File: config.mk
export PLATFORM = sky130hd
export DESIGN_NAME = ddr3_traffic_sequencer
export DESIGN_NICKNAME = d
export VERILOG_FILES = /design/src/rtl/ddr3_traffic_sequencer.sv
export SDC_FILE = /design/constraint.sdc
export NUM_CORES = 1
export LEC_CHECK = 0
export BUFFER_PORTS_ARGS = -buffer_cell sky130_fd_sc_hd__buf_4
export CAP_MARGIN = 5
export CORE_AREA = 2 2 251 253
export DETAILED_ROUTE_END_ITERATION = 8
export DIE_AREA = 0 0 253 255
export PLACE_DENSITY = 0.5
export SYNTH_ARGS = -nofsm -noshare
export SYNTH_HDL_FRONTEND = slang
export SYNTH_SLANG_ARGS = --single-unit
File: constraint.sdc
create_clock -name ui_clk -period 5.05 [get_ports ui_clk]
set_clock_uncertainty 0.1 [all_clocks]
set_input_delay 0 -clock ui_clk [delete_from_list [all_inputs] [get_ports ui_clk]]
set_output_delay 0 -clock ui_clk [all_outputs]
set_load 0.01 [all_outputs]
File: src/rtl/ddr3_traffic_sequencer.sv
// DDR3 traffic sequencer for the MIG 7-series app_* interface (ui_clk domain).
// Writes a deterministic pattern over an address window, reads it back and
// compares every returned word, reporting pass/fail, error count and the
// index of the first failing word.
//
// state | meaning
// ------+----------------------------------------------------------------
// IDLE  | waiting for start or the auto trigger (calibration rising edge)
// WRITE | write commands and write data issued on independent channels
// READ  | read commands issued while returned data is checked in order
// FLUSH | all read commands accepted; waiting for the remaining read data
// DONE  | one cycle: publish done/pass, then back to IDLE
module ddr3_traffic_sequencer #(
    parameter int          ADDR_WIDTH = 30,
    parameter int          DATA_WIDTH = 256,
    parameter int          NUM_WORDS  = 1024,
    parameter int unsigned BASE_ADDR  = 0,
    parameter int unsigned ADDR_STEP  = 8,
    parameter logic [31:0] SEED       = 32'hA5A5_0000,
    parameter bit          AUTO_START = 1'b1
) (
    input  logic                      ui_clk,
    input  logic                      reset_n,
    input  logic                      init_calib_complete,
    input  logic                      start,
    input  logic                      app_rdy,
    input  logic                      app_wdf_rdy,
    input  logic [DATA_WIDTH-1:0]     app_rd_data,
    input  logic                      app_rd_data_valid,
    output logic [ADDR_WIDTH-1:0]     app_addr,
    output logic [2:0]                app_cmd,
    output logic                      app_en,
    output logic [DATA_WIDTH-1:0]     app_wdf_data,
    output logic                      app_wdf_wren,
    output logic                      app_wdf_end,
    output logic [DATA_WIDTH/8-1:0]   app_wdf_mask,
    output logic                      busy,
    output logic                      done,
    output logic                      pass,
    output logic [15:0]               err_count,
    output logic [31:0]               first_err_idx
);

    localparam int              LANES  = DATA_WIDTH / 32;
    localparam logic [31:0]     NW     = 32'(NUM_WORDS);
    localparam logic [2:0]      CMD_WR = 3'b000;
    localparam logic [2:0]      CMD_RD = 3'b001;
    localparam logic [ADDR_WIDTH-1:0] BASE = ADDR_WIDTH'(BASE_ADDR);
    localparam logic [ADDR_WIDTH-1:0] STEP = ADDR_WIDTH'(ADDR_STEP);

    typedef enum logic [2:0] {
        IDLE  = 3'd0,
        WRITE = 3'd1,
        READ  = 3'd2,
        FLUSH = 3'd3,
        DONE  = 3'd4
    } state_t;

    state_t      state;
    logic [31:0] cmd_idx;
    logic [31:0] data_idx;
    logic [31:0] rd_idx;
    logic        err_seen;
    logic        calib_q;

    logic        cmd_fire;
    logic        data_fire;
    logic [31:0] cmd_idx_n;
    logic [31:0] data_idx_n;
    logic        calib_rise;
    logic        trigger;
    logic        abort;
    logic        rd_active;
    logic        rd_hit;
    logic        rd_in_range;
    logic        rd_bad;
    logic        rd_first;
    logic [31:0] rd_idx_n;
    logic [15:0] err_count_n;

    // Lane k of word i is {i[23:0], k[7:0]} ^ SEED.
    function automatic logic [DATA_WIDTH-1:0] pattern(input logic [31:0] idx);
        logic [DATA_WIDTH-1:0] p;
        p = '0;
        for (int k = 0; k < LANES; k++) begin
            p[32*k +: 32] = {idx[23:0], 8'(k)} ^ SEED;
        end
        return p;
    endfunction

    assign app_wdf_end  = app_wdf_wren;
    assign app_wdf_mask = '0;

    // Handshakes, auto trigger, abort and read-back compare for this cycle.
    always_comb begin
        cmd_fire    = app_en & app_rdy;
        data_fire   = app_wdf_wren & app_wdf_rdy;
        cmd_idx_n   = cmd_idx + {31'd0, cmd_fire};
        data_idx_n  = data_idx + {31'd0, data_fire};
        calib_rise  = init_calib_complete & ~calib_q;
        trigger     = init_calib_complete & (start | (AUTO_START & calib_rise));
        abort       = ((state == WRITE) || (state == READ) || (state == FLUSH))
                      && !init_calib_complete;
        rd_active   = (state == READ) || (state == FLUSH) || (state == DONE);
        rd_hit      = rd_active & app_rd_data_valid;
        rd_in_range = (rd_idx < NW);
        rd_bad      = 1'b0;
        if (rd_hit) begin
            // Data beyond the last expected word is always an error.
            rd_bad = !rd_in_range || (app_rd_data != pattern(rd_idx));
        end
        rd_first    = rd_bad && rd_in_range && !err_seen;
        rd_idx_n    = (rd_hit && rd_in_range) ? rd_idx + 32'd1 : rd_idx;
        err_count_n = (rd_bad && (err_count != 16'hFFFF)) ? err_count + 16'd1 : err_count;
    end

    // Sequencer FSM with registered app_* and status outputs.
    always_ff @(posedge ui_clk or negedge reset_n) begin
        if (!reset_n) begin
            state         <= IDLE;
            cmd_idx       <= '0;
            data_idx      <= '0;
            rd_idx        <= '0;
            err_seen      <= 1'b0;
            calib_q       <= 1'b0;
            app_addr      <= '0;
            app_cmd       <= '0;
            app_en        <= 1'b0;
            app_wdf_data  <= '0;
            app_wdf_wren  <= 1'b0;
            busy          <= 1'b0;
            done          <= 1'b0;
            pass          <= 1'b0;
            err_count     <= '0;
            first_err_idx <= '0;
        end else begin
            calib_q <= init_calib_complete;

            if (rd_active && !abort) begin
                rd_idx    <= rd_idx_n;
                err_count <= err_count_n;
                if (rd_first) begin
                    first_err_idx <= rd_idx;
                    err_seen      <= 1'b1;
                end
            end

            if (abort) begin
                // Calibration lost: stop driving MIG, keep the error tally.
                state        <= IDLE;
                app_en       <= 1'b0;
                app_wdf_wren <= 1'b0;
                busy         <= 1'b0;
            end else begin
                case (state)
                    IDLE: begin
                        if (trigger) begin
                            state         <= WRITE;
                            busy          <= 1'b1;
                            done          <= 1'b0;
                            pass          <= 1'b0;
                            err_count     <= '0;
                            first_err_idx <= '0;
                            err_seen      <= 1'b0;
                            cmd_idx       <= '0;
                            data_idx      <= '0;
                            rd_idx        <= '0;
                            app_en        <= 1'b1;
                            app_cmd       <= CMD_WR;
                            app_addr      <= BASE;
                            app_wdf_wren  <= 1'b1;
                            app_wdf_data  <= pattern(32'd0);
                        end
                    end
                    WRITE: begin
                        cmd_idx  <= cmd_idx_n;
                        data_idx <= data_idx_n;
                        if (cmd_fire) begin
                            app_addr <= app_addr + STEP;
                        end
                        app_en       <= (cmd_idx_n < NW);
                        // Data may run at most two words ahead of commands.
                        app_wdf_wren <= (data_idx_n < NW) && (data_idx_n < cmd_idx_n + 32'd2);
                        app_wdf_data <= pattern(data_idx_n);
                        if ((cmd_idx_n == NW) && (data_idx_n == NW)) begin
                            state        <= READ;
                            cmd_idx      <= '0;
                            app_en       <= 1'b1;
                            app_cmd      <= CMD_RD;
                            app_addr     <= BASE;
                            app_wdf_wren <= 1'b0;
                        end
                    end
                    READ: begin
                        cmd_idx <= cmd_idx_n;
                        if (cmd_fire) begin
                            app_addr <= app_addr + STEP;
                        end
                        if (cmd_idx_n == NW) begin
                            app_en <= 1'b0;
                            state  <= FLUSH;
                        end
                    end
                    FLUSH: begin
                        if (rd_idx == NW) begin
                            state <= DONE;
                        end
                    end
                    DONE: begin
                        done  <= 1'b1;
                        busy  <= 1'b0;
                        pass  <= (err_count_n == 16'd0);
                        state <= IDLE;
                    end
                    default: begin
                        state <= IDLE;
                    end
                endcase
            end
        end
    end

endmodule

==> qor_table.md <==
| Item | This run |
|---|---|
| Run status | completed |
| Share of the synthesized area in compound gates (AO/OA/AOI/OAI) | 10.43% |
| Ratio of cells with drive above 1 in the final layout | 29.02% |
| Post-synth EDFFs | 0 |
| Share of synthesized area spent on multiplexers | 1.217% |
| Share of the clock period used by the worst path after layout | 93.02% |
| Std cell rows | 92 |
| Count of buffers inserted at the top-level ports | 548 |
| Count of cell types in the netlist | 74 |
| Number of cells produced by synthesis | 1932 |
| Number of flip-flops and latches in the synthesized netlist | 191 |
| Summed instance area of the synthesized netlist | 15940 um^2 |
| Final global-route overflow total | 0 |
| Highest attainable clock frequency | 212.9 MHz |
| Kind of capture point of the worst setup path | register |
| Number of synthesis warnings | 0 |
| Cells traversed along the worst timing path | and2_4 -> ha_1 -> ha_4 -> nor2b_1 -> or2_2 -> ha_1 -> nand2_1 -> a21o_1 -> nand4bb_1 -> nor4b_2 -> nand3_1 -> a2111o_1 -> xnor2_1 -> ha_1 -> a21o_1 -> a21o_1 -> a2111oi_2 -> o211ai_1 -> nor2_1 -> nor2_1 -> a21oi_1 |
| Final Hold Viols | 0 |
| Category of the most critical setup path | reg -> reg |
| Final Setup Violations | 0 |
| Synthesized area per cell | 8.251 um^2 |
| Max Transition Viols Final | 0 |
| Category of the worst setup path launch point | register |
| Die width | 253 um |
| Buffer and inverter count on the worst path | 0 |
| Detailed placer's ending HPWL | 51510 um |
| Depth of the CTS H-tree | 4 |
| Drt total wl | 63660 um |
| Power density over the cells | 181.1 nW/um^2 |
| Tightest slew margin relative to the limit | 38.98% |
| Non-Filler Cell Area, Final | 19990 um^2 |
| Worst hold-check path type | in -> async |
| Placer's final routability congestion estimate | 0.9700 |
| Most common flop cell mapped by yosys | sky130_fd_sc_hd__dfrtp_1 |
| Area Overhead vs Synth | 25.41% |
| Number of buffers between clock root and the deepest sink | 2 |
| Total number of nets in the final design | 2562 |
| Register-to-register setup slack | 0.35 ns |
| Starting Density | 25.64% |
| Hold WS | 0.02817 ns |
| Final antenna-violating net count | 0 |
| Core region area | 62160 um^2 |
| Maximum single-stage delay on the critical path | 0.41 ns |
| Dominant combinational cell family by area after synthesis | simple AND/OR/NAND/NOR gates |
| Vias per std cell | 4.791 |
| Xor/xnor cell area share of the yosys netlist | 12.31% |
| Slowest stage cell on the critical path | sky130_fd_sc_hd__dfrtp_1 |
| Sequential share of the synthesized area | 29.98% |
| Clock tree from TritonCTS | done |
| DR pass1 iterations | 5 |
| Die height | 255 um |
| Total negative slack for setup checks | 0 ns |
| Vias in the first global route | 13880 |
| Placement-stage cell area | 19250 um^2 |
| Global-route wire length before repair | 91330 um |
| CP Data Required Time | 5.37 ns |
| Largest fanout on the critical path | 12 |
| Leakage Power | 0.009480 uW |
| Critical path arrival | 5.01 ns |
| Cts bufs inserted | 17 |
| Clock transition at path regs | 0.08 ns |
| Final min period | 4.698 ns |
| Synth Area in Adders | 3.218% |
| DRC Markers | 0 |
| Vias | 14710 |
| Clock sink count | 191 |
| Synth Area in Simple Gates | 25.71% |
| DIE AREA | 64520 um^2 |
| Clock tree root buffer cell | sky130_fd_sc_hd__clkbuf_16 |
| Clock insertion delay at the later pin of the skew report | 0.50 ns |
| Number of cells on the worst reg-to-reg path | 21 |
| Stages on the worst setup path | 21 |
| Peak supply drop | 0.2635 mV |
| 1st-iter DRT viols | 1177 |
| Number of ports placed on the die boundary | 638 |
| Pin count of the biggest net entering global routing | 89 |
| Number of antenna violations at the first check in global routing | 3 |
| Total routing usage reported by global routing | 19.25% |
| Top Family by Delay on Critical Path | simple AND/OR/NAND/NOR gates |
| Async set-or-reset flop fraction in the synthesized netlist | 100.0% |
| Slew @ Worst Pin | 0.9098 ns |
| Mean routed wirelength per cell | 20.73 um |
| Max capacitance violation total | 0 |
cells in the mapped netlist (all sizes together), types with 5 or more instances:
library cell  count  area (um^2)
xor2             92        805.8
or4              15        112.6
nor2            173        649.4
buf             313         2283
nor4             42        284.0
and3             72        450.4
or3              27        168.9
o211ai            5        37.54
nor2b            14        87.58
nor4b            11        96.34
a22oi             6        45.04
nor3b             6        45.04
nand4            65        419.2
and2             34        212.7
o22ai            23        143.9
nand4b            5        43.79
and4             19        166.4
a211oi            8        60.06
dfrtp           191         4780
mux2i            16        160.2
a21oi            49        245.2
clkbuf           76        286.5
nand2b           15        93.84
o21ai            64        320.3
a31oi            11        68.82
nand3            69        350.3
ha               41        513.0
o31ai            16        133.9
a22o              9        78.83
nor3             55        280.3
a2111oi           7        61.31
a21o             22        165.2
nand2           134        503.0
xnor2           132         1156
inv              42        157.7
report_power, final:
part / switching (uW) / total [uW] / internal, uW
logic: 320 / 580 / 259
clock network: 721 / 1480 / 755
registers: 22.8 / 1560 / 1540
layout make-up:
class                   instances  area, um^2
diodes                          1       2.502
clock buffers                  17       425.4
clock inverters                15       202.7
fillers                      6638       42170
inverters                      42       157.7
multi-input cells            1398        8827
flip-flops and latches        191        4780
well taps                     799       999.7
repair buffers                608        4596
layer usage:
metal / track usage [%] / wire length (um) / vias to the layer above
met4: 5.089 / 1162 / 4
met1: 26.86 / 30220 / 7109
li1: - / - / 7027
met3: 4.912 / 4255 / 58
met5: 0 / 30 / -
met2: 29.40 / 28000 / 514
sequential cells by signal (all words and copies together) (netlist names):
signal and flops:
app_addr 27, app_cmd 1, app_en 1, app_wdf_data 9
app_wdf_end 1, busy 1, calib_q 1, cmd_idx 32
data_idx 32, done 1, err_count 16, err_seen 1
first_err_idx 32, pass 1, rd_idx 32, state 3
logic make-up after synthesis:
family | Yosys count
AO/OA/AOI/OAI | 253
multiplexers | 19
XOR/XNOR | 224
AND/OR/NAND/NOR | 772
buffers and inverters | 431
adder cells (fa/ha/maj) | 41
flip-flops | 191
other | 1
stage by stage:
| stage | worst slack (ns) | total power (uW) | util (%) | instances |
|---|---|---|---|---|
| 2_1_floorplan | 0.3759 | 1872 | - | 2020 |
| 3_3_place_gp | 0.1272 | 2158 | 30.97 | 3030 |
| 3_5_place_dp | 0.09520 | 2163 | 30.97 | 3030 |
| 4_1_cts | 0.04401 | 3667 | 32.06 | 3067 |
| 5_1_grt | -0.02626 | 3787 | 32.16 | 3070 |
| 6_report | 0.3524 | 3620 | 32.16 | 3071 |
timing repair:
item                                   CTS  global route
hold buffers                             5             0
buffers inserted                         0             3
endpoints found under the hold margin  100             0
setup endpoints to repair                0             1
gates resized for setup                  0             8
path summary, 6_finish.rpt:
path | startpoint | to
worst min-delay path | reset_n | app_addr[27]
worst min register to register | rd_idx[30] | rd_idx[30]
min in group ui_clk | app_rdy | cmd_idx[0]
worst max register to register | app_en | app_wdf_end
max in group asynchronous | reset_n | rd_idx[22]
worst max-delay path | app_en | app_wdf_end
layout by cell type, fill, tap and decap left out, types with 6 or more instances in the layout:
master / netlist / final
sky130_fd_sc_hd__and4_1: 19 / 19
sky130_fd_sc_hd__nor2_1: 173 / 173
sky130_fd_sc_hd__a22oi_1: 6 / 6
sky130_fd_sc_hd__a21oi_1: 49 / 48
sky130_fd_sc_hd__o22ai_1: 23 / 23
sky130_fd_sc_hd__mux2i_1: 16 / 16
sky130_fd_sc_hd__dfrtp_1: 191 / 191
sky130_fd_sc_hd__xor2_1: 92 / 92
sky130_fd_sc_hd__and2_1: 34 / 33
sky130_fd_sc_hd__nor4_1: 40 / 39
sky130_fd_sc_hd__nand4_1: 63 / 63
sky130_fd_sc_hd__clkbuf_16: 0 / 17
sky130_fd_sc_hd__nor4b_1: 11 / 10
sky130_fd_sc_hd__inv_1: 42 / 42
sky130_fd_sc_hd__a31oi_1: 11 / 11
sky130_fd_sc_hd__buf_4: 287 / 601
sky130_fd_sc_hd__or4_1: 15 / 15
sky130_fd_sc_hd__xnor2_1: 132 / 132
sky130_fd_sc_hd__conb_1: 1 / 89
sky130_fd_sc_hd__a22o_1: 9 / 9
sky130_fd_sc_hd__nand2b_1: 15 / 15
sky130_fd_sc_hd__a21o_1: 22 / 22
sky130_fd_sc_hd__ha_1: 41 / 40
sky130_fd_sc_hd__a211oi_1: 8 / 7
sky130_fd_sc_hd__or3_1: 27 / 27
sky130_fd_sc_hd__nor3b_1: 6 / 6
sky130_fd_sc_hd__and3_1: 72 / 72
sky130_fd_sc_hd__nor3_1: 54 / 52
sky130_fd_sc_hd__nand3_1: 68 / 68
sky130_fd_sc_hd__nand2_1: 134 / 134
sky130_fd_sc_hd__o31ai_1: 15 / 15
sky130_fd_sc_hd__nor2b_1: 14 / 14
sky130_fd_sc_hd__o21ai_0: 63 / 63
sky130_fd_sc_hd__a2111oi_0: 7 / 6
Power figures use the tool's default switching activity.
